## src/rtl/ifu_idu_inst_queue.sv

```systemverilog
// ifu_idu_inst_queue: {pc, inst} FIFO decoupling IFU fetch from IDU decode.
// Flush drops all queued wrong-path entries; reset additionally zeroes storage.
module ifu_idu_inst_queue #(
   parameter int DEPTH  = 4,
   parameter int PC_W   = 32,
   parameter int INST_W = 32
) (
   input  logic                   clk,
   input  logic                   rstn,
   input  logic                   flush,
   input  logic                   in_valid,
   output logic                   in_ready,
   input  logic [PC_W-1:0]        in_pc,
   input  logic [INST_W-1:0]      in_inst,
   output logic                   out_valid,
   input  logic                   out_ready,
   output logic [PC_W-1:0]        out_pc,
   output logic [INST_W-1:0]      out_inst,
   output logic [$clog2(DEPTH):0] count
);

   localparam int AW = $clog2(DEPTH);
   localparam logic [AW:0] PTR_ONE = 1;

   logic [PC_W-1:0]   r_mem_pc   [DEPTH];
   logic [INST_W-1:0] r_mem_inst [DEPTH];
   logic [AW:0]       r_wr_ptr;
   logic [AW:0]       r_rd_ptr;

   logic [AW-1:0] w_wr_idx;
   logic [AW-1:0] w_rd_idx;
   logic          w_empty;
   logic          w_full;
   logic          w_push;
   logic          w_pop;

   assign w_wr_idx = r_wr_ptr[AW-1:0];
   assign w_rd_idx = r_rd_ptr[AW-1:0];

   // MSB is the wrap bit: same index with differing wrap means full
   assign w_empty = (r_wr_ptr == r_rd_ptr);
   assign w_full  = (w_wr_idx == w_rd_idx) &&
                    (r_wr_ptr[AW] != r_rd_ptr[AW]);

   assign in_ready  = !w_full && !rstn;
   assign out_valid = !w_empty;
   assign out_pc    = r_mem_pc[w_rd_idx];
   assign out_inst  = r_mem_inst[w_rd_idx];
   assign count     = r_wr_ptr - r_rd_ptr;

   assign w_push = in_valid && in_ready;
   assign w_pop  = out_valid && out_ready;

   always_ff @(posedge clk) begin
      if (rstn) begin
         r_wr_ptr <= '0;
         r_rd_ptr <= '0;
         for (int i = 0; i < DEPTH; i++) begin
            r_mem_pc[i]   <= '0;
            r_mem_inst[i] <= '0;
         end
      end else if (flush) begin
         r_wr_ptr <= '0;
         r_rd_ptr <= '0;
      end else begin
         if (w_push) begin
            r_mem_pc[w_wr_idx]   <= in_pc;
            r_mem_inst[w_wr_idx] <= in_inst;
            r_wr_ptr             <= r_wr_ptr + PTR_ONE;
         end
         if (w_pop) begin
            r_rd_ptr <= r_rd_ptr + PTR_ONE;
         end
      end
   end

endmodule

```

## config.mk

```make
export PLATFORM = sky130hd
export DESIGN_NAME = ifu_idu_inst_queue
export DESIGN_NICKNAME = d
export VERILOG_FILES = /design/src/rtl/ifu_idu_inst_queue.sv
export SDC_FILE = /design/constraint.sdc
export NUM_CORES = 1
export LEC_CHECK = 0
export ABC_AREA = 1
export CAP_MARGIN = 10
export CORE_UTILIZATION = 56
export DETAILED_ROUTE_END_ITERATION = 12
export GPL_ROUTABILITY_DRIVEN = 0
export GPL_TIMING_DRIVEN = 0
export PLACE_DENSITY = 0.8
export SLEW_MARGIN = 10
export SYNTH_ARGS = -nofsm -noshare
export SYNTH_HDL_FRONTEND = slang
export SYNTH_SLANG_ARGS = --single-unit
```

## constraint.sdc

```tcl
create_clock -name clk -period 5 [get_ports clk]
set_input_delay 0.75 -clock clk [delete_from_list [all_inputs] [get_ports clk]]
set_output_delay 0.75 -clock clk [all_outputs]
set_load 0.02 [all_outputs]
```

Word level (Yosys, flattened, before mapping)
Memory sizes are Yosys's and may differ from the RTL's. A register that Yosys moved wholly into a read port is not among the register bits. Index checks and enable logic that the tools add are counted.

Register bits: 6. Memory bits (writable): 256. Input port bits: 69. Output and inout bits: 69. Memories kept: 2.

Add/sub/neg operators: 3. Equality and inequality tests: 3. Multiplexer cells: 16. Reductions and logical operators: 10.

Memories: r_mem_inst (depth 4, width 32, read ports 1, clocked after Yosys merged registers in 1, wr ports 4, line 26) `logic [INST_W-1:0] r_mem_inst [DEPTH];`; r_mem_pc (depth 4, width 32, read ports 1, clocked after Yosys merged registers in 1, wr ports 4, line 25) `logic [PC_W-1:0] r_mem_pc [DEPTH];`.

Operators by type and width (count): $mux W32 (2); $reduce_or A32 Y1 (2); $mux W2 (6); $mux W1 (8); $add A3 B1 Y3 const B (2); $logic_and A1 B1 Y1 (4); $eq A3 B3 Y1 (1); $logic_not A1 Y1 (3); $sub A3 B3 Y3 (1); $eq A2 B2 Y1 (1); $reduce_or A2 Y1 (1); $ne A1 B1 Y1 (1).

Longest topological paths before layout
Word-level depth: 11. Depth in mapped cells: 11.

Least setup slack after synthesis
Ideal clock, no wire load.

Path kind: flip-flop to flip-flop. Start point: register r_wr_ptr[0]. End point: memory r_mem_inst[3][0], enable pin. Setup time: 486 ps. Arrival time: 3986 ps. Required time: 4514 ps. Slack: 528 ps. Cell stages (with the launch flop): 10. Clock period less this slack: 4472 ps. Cells stage by stage: dfxtp_1 > inv_1 > ha_1 > nand2_1 > inv_1 > nand3_2 > nand4_1 > buf_2 > a21oi_1 > nor2_1.

RTL lines: from (decl) (line 27) `logic [AW:0] r_wr_ptr;`; from (signal assigned) (line 69) `r_wr_ptr <= r_wr_ptr + PTR_ONE;`; to (decl) (line 26).

==> impl_results.md <==
* Status: finished clean
* Drt pass-1 iters at 5
* Synth-to-layout area growth at 23.9%
* RSZ-0062 raised after global routing: no
* Leak at between 5 and 6 nW
* Share of cells above drive strength 1 at approximately 7.3%
* Drt total wl at between 20000 and 30000 um
* Kind of critical path: reg2out
* Post-cts repair resize count at 0
* Hold Vio Cnt, Final at 0
* Drt via density at 5.55
* GR Util met2 at 46.1%
* Initial Util at between 50% and 60%
* Core area at 0.0196 mm^2
* Detailed Place HPWL at around 17000 um
* Clock root cell: clkbuf_16
* Gr usage total at about a quarter
* Die width at around 140 um
* Multi-input gate area at about 0.0028 mm^2
* Number of DRC markers in iteration 0 at about 630
* Sink Count at between 200 and 300
* Register Area at between 0.007 and 0.008 mm^2
* Max-cap violations at 0
* Async S/R FF share, synth at 0%
* ANT nets after route at 0
* Initial antenna violation count at 0
* Final worst-path cycle share at 75.7%
* Leading area contributor after synthesis: edfxtp_1
* Final net count at approximately 1.3k
* Layout Cells excl Fill at 1491
* Fillers at roughly 1.4k
* Netlist cell types at 26
* Slew Limit Headroom at 49.5%
* Max Slew Vio Count at 0
* Fmax at approximately 260 MHz
* Gr busiest metal: met2
* Post-synth top area share at between 60% and 70%
* Setup-failing EPs final at 0
* Number of diodes at 0
* Die area at 0.0207 mm^2
* Max IR drop VDD at 271 uV
* Clock Tree Buf Depth at 3
* Clk_lat worst skew at approximately 520 ps
* Slew of the pin with the lowest slew margin at between 700 and 800 ps
* Post-Syn Nets at approximately 1.1k
* CTS tree: done
* Dpl cells at 1443
* Fin util at between 70% and 80%
* Global route total overflow at 0
* Clock-pin slew on the worst setup and hold paths at about 60 ps
* Clock Skew at around 10 ps
* First-pass GRT wire length at between 40000 and 50000 um
* Ys flop type: edfxtp_1
* Synth Area per Inst at roughly 11 um^2
* Minimum clock period at 3790 ps
* GRT met1 Usage at ~34%
* Met3 usage at approximately 3.6%
* Die height at ~140 um
* CP endpoint kind: output port
* CTS Hold Bufs at 0
* Number of H-tree levels at 1
* IO Port Bufs at ~140
* Top cells by area, synth: edfxtp_1, nor2_1, o21ai_0, o22ai_1, inv_1
* Synth Instances at roughly 1.0k
* Hold/Removal Path Class: reg2reg
* Worst EP required at 4250 ps
* PD cells at roughly 350 mW/mm^2
* Number of enable flip-flop cells after synthesis at approximately 260
* I/O pin count at 138
* Synthesized area at around 0.011 mm^2
* Critical Path Fanout Max at 10
* CP Launch Type: register
* Vias in the first global route at ~8k
* #FFs+latches synth at ~260
* Largest net degree at the start of global routing at between 50 and 60
* Row Count at between 50 and 60
* Cts bufs inserted at 26
* Vias at 8278
* Setup WS pre-CTS at about 1400 ps
* DRC errors left at 0
* Final WS setup at around 1200 ps
* Routed length per placed instance at between 15 and 20 um
* Synth warnings at 0
* Crit path DAT at approximately 3000 ps
* Sequential-to-total area share from yosys stat at between 60% and 70%
* Post-CTS setup buffers at 0
## cell families (layout without fill, tap and decap cells)
kind of cell               after synthesis  in the layout  synth area share [%]
and+or+nand+nor                        416            416                  14.4
adders and majority gates                5              5                 0.621
xor gates and xnor gates                 2              2                 0.155
DFF                                    264            264                  69.6
AOI/OAI and AO/OA                      201            201                  9.64
buffers and inverters                  147            338                  5.58
## cell usage after synthesis, types with 3 or more instances
cell / count
nor2_2: 10
o21ai_0: 130
nor2_1: 380
edfxtp_1: 256
o22ai_1: 64
dfxtp_1: 8
a21oi_1: 6
nand2_1: 15
buf_4: 3
ha_1: 4
clkbuf_1: 37
nand4_1: 3
buf_6: 5
nand3_1: 4
inv_1: 77
buf_2: 23
## cell usage in the layout, fill, tap and decap left out, types with 2 or more instances in the layout
master             n
clkbuf_16         27
o22ai_1           64
clkinv_1           7
buf_6              5
nor2_4             2
nand3_1            4
nand2_1           12
edfxtp_1         256
a21oi_1            6
buf_16             4
dfxtp_1            8
inv_1             77
nand2_4            3
buf_2             23
ha_1               4
bufinv_16          2
clkdlybuf4s50_1  137
o21ai_0          130
clkbuf_1          43
nor2_1           379
buf_12             2
nor2_2            10
nand4_1            3
buf_4              3
clkinv_2           7
## flip-flops by register name, indices dropped and copies added, names as in the netlist, named ones only
register	flops
r_mem_inst	128
r_mem_pc	128
r_rd_ptr	3
r_wr_ptr	3
## metrics by stage
| step | hold slack (ps) | total power, mW | area [um^2] | setup TNS (ps) |
|---|---|---|---|---|
| 6_report | 524 | 4.95 | 14000 | 0 |
| 5_1_grt | 558 | 5.07 | 14000 | 0 |
| 4_1_cts | 523 | 4.95 | 14000 | 0 |
| 3_5_place_dp | 514 | 3.11 | 13200 | 0 |
| 3_3_place_gp | 506 | 3.10 | 13000 | -152960 |
| 2_1_floorplan | 482 | 2.85 | 11300 | 0 |
## final cells by class
class	count	share of cell area, %
multi-input cells	624	20.3
repair buffers	143	10.9
clock buffers	33	4.99
clock inverters	15	0.841
inverters	78	2.09
well taps	265	2.37
plain buffers	69	2.41
flip-flops and latches	264	56.1
## worst paths after layout
path	startpoint	end	slack [ps]	cells after the start
setup / recovery	register	out_pc[0]	1210	7
hold reg to reg	r_wr_ptr[0]$_SDFFE_PP0N_	r_wr_ptr[0]$_SDFFE_PP0N_	520	2
setup reg to reg	r_wr_ptr[0]$_SDFFE_PP0N_	r_mem_pc[0][25]$_SDFFCE_PN0P_	1970	12
hold / removal	r_wr_ptr[0]$_SDFFE_PP0N_	r_wr_ptr[0]$_SDFFE_PP0N_	520	2
## power breakdown
group	switching [mW]	total, mW	internal (mW)
logic	0.301	0.505	0.204
registers	0.0278	2.56	2.54
clock network	0.791	1.88	1.09
total	1.12	4.95	3.83
## critical path: stages, from the launching register on
cell	delay (ps)
dfxtp_1	340
buf_2	220
inv_1	80
buf_2	270
buf_1	480
nor2_1	90
o22ai_1	340
clkdlybuf4s50_1	680
## metal layers
layer / share of wire (%) / up-vias
met1: 39 / 3918
met5: 0 / -
met3: 8.5 / 64
met2: 50 / 412
li1: - / 3884
met4: 2.9 / 0
Power figures use the tool's default switching activity.
